**src/rtl/pe_col_drain.sv**
```systemverilog
// Column drain: requantizes the bottom-PE partial-sum stream,
// tags tile ends and buffers results behind a valid/ready port.
module pe_col_drain #(
  parameter int IN_WIDTH    = 24,
  parameter int OUT_WIDTH   = 8,
  parameter int SHIFT_WIDTH = 5,
  parameter int LEN_WIDTH   = 8,
  parameter int DEPTH       = 8
) (
  input  logic                       clk,
  input  logic                       rst,
  input  logic                       i_vld,
  input  logic [IN_WIDTH-1:0]        i_data,
  input  logic [SHIFT_WIDTH-1:0]     i_cfg_shift,
  input  logic [LEN_WIDTH-1:0]       i_cfg_len,
  output logic                       o_vld,
  output logic [OUT_WIDTH-1:0]       o_data,
  output logic                       o_last,
  input  logic                       i_rdy,
  output logic [$clog2(DEPTH):0]     o_count,
  output logic                       o_full,
  output logic                       o_overflow
);

  localparam int AW = $clog2(DEPTH);
  localparam int CW = AW + 1;
  localparam logic [CW-1:0] FULL_C = CW'(DEPTH);
  localparam logic [OUT_WIDTH-1:0] SAT = '1;

  logic                   s1_vld;
  logic [IN_WIDTH:0]      s1_sum;
  logic [SHIFT_WIDTH-1:0] s1_shift;

  logic                   s2_vld;
  logic [OUT_WIDTH-1:0]   s2_data;
  logic                   s2_last;
  logic [LEN_WIDTH-1:0]   tile_cnt;

  logic [IN_WIDTH:0]      rnd;
  logic [IN_WIDTH:0]      q;
  logic [OUT_WIDTH-1:0]   sat_q;
  logic                   tile_last;

  logic [OUT_WIDTH-1:0]   mem_d [DEPTH];
  logic                   mem_l [DEPTH];
  logic [AW-1:0]          wr_ptr;
  logic [AW-1:0]          rd_ptr;
  logic [CW-1:0]          count;
  logic                   ovf;
  logic                   pop;
  logic                   push;
  logic                   drop;

  always_comb begin
    rnd = '0;
    if (i_cfg_shift != '0)
      rnd = (IN_WIDTH+1)'(1) << (i_cfg_shift - SHIFT_WIDTH'(1));
    q         = s1_sum >> s1_shift;
    sat_q     = (|q[IN_WIDTH:OUT_WIDTH]) ? SAT : q[OUT_WIDTH-1:0];
    tile_last = (tile_cnt == i_cfg_len);
  end

  always_ff @(posedge clk) begin
    if (!rst) begin
      s1_vld   <= 1'b0;
      s1_sum   <= '0;
      s1_shift <= '0;
    end else begin
      s1_vld <= i_vld;
      if (i_vld) begin
        s1_sum   <= {1'b0, i_data} + rnd;
        s1_shift <= i_cfg_shift;
      end
    end
  end

  // tile_cnt advances for every word, stored or dropped, to keep framing
  always_ff @(posedge clk) begin
    if (!rst) begin
      s2_vld   <= 1'b0;
      s2_data  <= '0;
      s2_last  <= 1'b0;
      tile_cnt <= '0;
    end else begin
      s2_vld <= s1_vld;
      if (s1_vld) begin
        s2_data  <= sat_q;
        s2_last  <= tile_last;
        tile_cnt <= tile_last ? '0 : tile_cnt + LEN_WIDTH'(1);
      end
    end
  end

  assign pop  = o_vld & i_rdy;
  assign push = s2_vld & ((count != FULL_C) | pop);
  assign drop = s2_vld & ~push;

  always_ff @(posedge clk) begin
    if (push) begin
      mem_d[wr_ptr] <= s2_data;
      mem_l[wr_ptr] <= s2_last;
    end
  end

  always_ff @(posedge clk) begin
    if (!rst) begin
      wr_ptr <= '0;
      rd_ptr <= '0;
      count  <= '0;
      ovf    <= 1'b0;
    end else begin
      if (push) wr_ptr <= wr_ptr + AW'(1);
      if (pop)  rd_ptr <= rd_ptr + AW'(1);
      if (push && !pop)      count <= count + CW'(1);
      else if (pop && !push) count <= count - CW'(1);
      if (drop) ovf <= 1'b1;
    end
  end

  always_comb begin
    o_vld      = (count != '0);
    o_data     = o_vld ? mem_d[rd_ptr] : '0;
    o_last     = o_vld ? mem_l[rd_ptr] : 1'b0;
    o_count    = count;
    o_full     = (count == FULL_C);
    o_overflow = ovf;
  end

endmodule

```
**config.mk**
```make
export PLATFORM = sky130hd
export DESIGN_NAME = pe_col_drain
export DESIGN_NICKNAME = d
export VERILOG_FILES = /design/src/rtl/pe_col_drain.sv
export SDC_FILE = /design/constraint.sdc
export NUM_CORES = 1
export LEC_CHECK = 0
export ABC_AREA = 1
export CAP_MARGIN = 20
export CORE_ASPECT_RATIO = 1.75
export CORE_MARGIN = 4
export CORE_UTILIZATION = 66
export CTS_BUF_LIST = sky130_fd_sc_hd__clkbuf_4 sky130_fd_sc_hd__clkbuf_8
export CTS_CLUSTER_DIAMETER = 150
export DETAILED_ROUTE_END_ITERATION = 7
export GPL_TIMING_DRIVEN = 1
export PLACE_DENSITY_LB_ADDON = 0.2
export SYNTH_ARGS = -nofsm -noshare
export SYNTH_HDL_FRONTEND = slang
export SYNTH_SLANG_ARGS = --single-unit
```
**constraint.sdc**
```tcl
create_clock -name clk -period 9.8 [get_ports clk]
set_input_delay 2.94 -clock clk [delete_from_list [all_inputs] [get_ports clk]]
set_output_delay 2.94 -clock clk [all_outputs]
set_load 0.005 [all_outputs]
```
==> flow_summary.json <==
{
  "p_leak_nw": 4.05,
  "multiInputGateArea_sq_mm": 0.00428,
  "arrival_ns": 6.69,
  "grt_pass1_wl_um": 37000,
  "drv_slew": 0,
  "pin_count": 57,
  "synthTopCellsByCount": "nand2_1, nor2_1, nand3_1",
  "globalRouteOverflowTotal": 0,
  "cp_num_buf_inv": 3,
  "grt_max_degree": 51,
  "slowest_delay_ns": 0.66,
  "synth_seq_cells": 135,
  "yosysMostFrequentCell": "nand2_1",
  "synthFlopType": "edfxtp_1",
  "drt_iter0_drc": 532,
  "h-tree-depth": 4,
  "ant_nets": 0,
  "path_clk_slew_ns": 0.09,
  "synth_top_family_by_area": "simple AND/OR/NAND/NOR gates",
  "row_count": 54,
  "synthCells": 1152,
  "cp_top_family": "simple AND/OR/NAND/NOR gates",
  "cap_violations": 0,
  "reg2reg_from": "o_count[0]",
  "synth_mux_area_frac": 0,
  "worstMarginPinSlew_ns": 0.979,
  "ys_types": 38,
  "synth_xor_area_frac": 0.0168,
  "cts_root_buffer": "clkbuf_8",
  "area_growth_pct": 11.9,
  "cts_setup_buffers": 0,
  "antenna_found_initial": 0,
  "dp_slack_ns": 3.15,
  "final_nets": 1261,
  "peakVddDrop_v": 0.000119,
  "clock_path_buffers": 2,
  "numCtsBuffers": 17,
  "cts.sinks": 135,
  "finalWeightedCongestion": 1.11,
  "finClkSkew_ns": 0.0293,
  "die_area_sq_mm": 0.0146,
  "antenna_cells": 0,
  "slew_headroom": 0.347,
  "grt_pass1_vias": 7878,
  "setup_tns_ns": 0,
  "placed_cells": 1335,
  "required_ns": 10.20,
  "wl_per_cell_um": 16.9,
  "drt-vias-per-instance": 5.88,
  "async_reset_ff_frac": 0,
  "min_to": "o_overflow",
  "core-area_sq_mm": 0.0124,
  "endpoint_kind": "flop",
  "grt_usage": 0.329,
  "status": "finished, final reports clean",
  "holdCritPathClass": "flop to flop",
  "synth_area_leaders": "edfxtp_1, dfxtp_1, nand2_1",
  "fin_crit_sh": 0.642,
  "path_class": "input port to flop",
  "cts_resized": 0,
  "initial_core_util": 0.672,
  "ys_seq_area_frac": 0.410,
  "fmax_mhz": 159,
  "syn_area_sq_mm": 0.00836,
  "power_density_mw_per_mm2": 179,
  "synthesis.nets": 1227,
  "cts_tree": "yes",
  "post-route-min-period_ns": 6.29,
  "crit_fanout": 9,
  "r2r-end": "o_count[3]",
  "yosys.area_share.simple": 0.316,
  "synthAdderAreaFrac": 0.0527,
  "dr_total_vias": 8039,
  "fillers": 1015,
  "seq_area_sq_mm": 0.00342,
  "fin_ws_ns": 3.51,
  "remaining_drc_errors": 0,
  "hold_buffers": 0,
  "syn_area_per_cell_sq_um": 7.25,
  "port_buffers": 56,
  "synth_top_cell_area_share": 0.259,
  "drive_above_1_share": 0.0517,
  "crit_chain": "clkdlybuf4s50_1 -> nor2_1 -> ha_1 -> inv_1 -> nor3_1 -> nand2_1 -> nor2_1 -> ha_1 -> fa_1 -> nand3_1 -> nand2_1 -> nand3_1 -> nand2_1 -> a21oi_1 -> or2_2 -> nand3_1 -> o211ai_1 -> inv_1",
  "clk_latency_ns": 0.47,
  "hold_violations": 0,
  "min_from": "o_overflow",
  "ff2ff_path_depth": 16,
  "firstDrtPassIters": 5,
  "setup_viol": 0,
  "layout.cells.non_filler": 1367,
  "synth-compound-area-share": 0.128,
  "die_height_um": 157,
  "hold_path_depth": 2,
  "dp_hpwl_um": 17400,
  "critPathSlowestCell": "clkdlybuf4s50_1",
  "yosysTopAreaCell": "edfxtp_1",
  "critPathLaunchType": "input port",
  "rsz0062_at_grt": "no",
  "fp.dieW_um": 93.1,
  "ff2ff_setup_slack_ns": 7.10,
  "synth_enable_flop_cells": 72,
  "wirelength_um": 23100,
  "ys_warn_count": 0
}
[sequential cells by signal, summed over array words and instances, names as in the netlist, 3 cells and up, named ones only]
| register | cells |
|---|---|
| o_count | 4 |
| tile_cnt | 8 |
| s2_data | 8 |
| mem_l | 8 |
| rd_ptr | 3 |
| s1_shift | 5 |
| mem_d | 64 |
| s1_sum | 25 |
| wr_ptr | 3 |
[power by group]
part	internal, mW	switching [mW]	leakage [nW]	total (mW)
Sequential	0.627	0.0432	1.18	0.670
Combinational	0.218	0.298	2.65	0.516
Clock	0.238	0.248	0.212	0.486
Total	1.08	0.589	4.05	1.67
[tightest hold or removal path: cells and delay by family, from the launching register on]
kind / cells / cell delay (ns)
AOI/OAI and AO/OA: 1 / 0.05
buffers and inverters: 1 / 0.05
DFF: 1 / 0.32
[worst max-delay path by stage]
stage | from | slack, ns | endpoint | cells after the start
2_1_floorplan | i_cfg_shift[0] | 4.38 | s1_sum[12] | 16
3_3_place_gp | i_cfg_shift[1] | 3.21 | s1_sum[10] | 18
3_5_place_dp | i_cfg_shift[1] | 3.15 | s1_sum[10] | 18
4_1_cts | i_cfg_shift[1] | 3.63 | s1_sum[10] | 18
5_1_grt | i_cfg_shift[1] | 3.26 | s1_sum[10] | 18
6_report | i_cfg_shift[1] | 3.51 | s1_sum[10] | 18
[layout by cell type, fill, tap and decap left out, types with 6 or more instances in the layout]
cell,count
a21oi_1,56
a31oi_1,13
buf_4,6
clkbuf_8,17
clkdlybuf4s50_1,56
dfxtp_1,63
edfxtp_1,72
ha_1,32
inv_1,102
nand2_1,240
nand2_2,10
nand3_1,113
nand4_1,32
nor2_1,184
nor3_1,16
nor4_1,6
o211ai_1,10
o21ai_0,101
o22ai_1,9
or2_2,7
xor2_1,11
[kinds of logic (layout without fill, tap and decap cells)]
logic type               count (synthesis)  after routing
AND/OR/NAND/NOR                        614            614
AO/OA/AOI/OAI                          198            198
buffers and inverters                  155            202
flip-flops                             135            135
adder cells (fa/ha/maj)                 34             34
XOR/XNOR                                16             16
[layer usage]
layer  part of all wire  track usage  vias up
met5                  0            0        -
met4              0.087        0.260        0
met3              0.043       0.0563      131
met2               0.55        0.639      308
met1               0.32        0.283     3639
li1                   -            -     3961
[per-stage QoR]
| step | hold WS (ns) | total power [mW] | util | instance area, sq um |
|---|---|---|---|---|
| after detailed placement | 0.451 | 1.19 | 0.719 | 8930 |
| after global placement | 0.445 | 1.18 | 0.719 | 8930 |
| after floorplan | 0.433 | 0.994 | - | 8360 |
| final | 0.461 | 1.67 | 0.752 | 9350 |
| after global routing | 0.500 | 1.76 | 0.752 | 9350 |
| after CTS | 0.467 | 1.67 | 0.752 | 9350 |
[cell type report]
type	count	share of cell area
Multi-Input combinational cell	862	0.458
Tap cell	168	0.0225
Clock buffer	17	0.0250
Inverter	108	0.0439
Sequential cell	135	0.366
Clock inverter	15	0.0199
Timing Repair Buffer	62	0.0647
No activity file was read; power rests on OpenSTA's default activity.
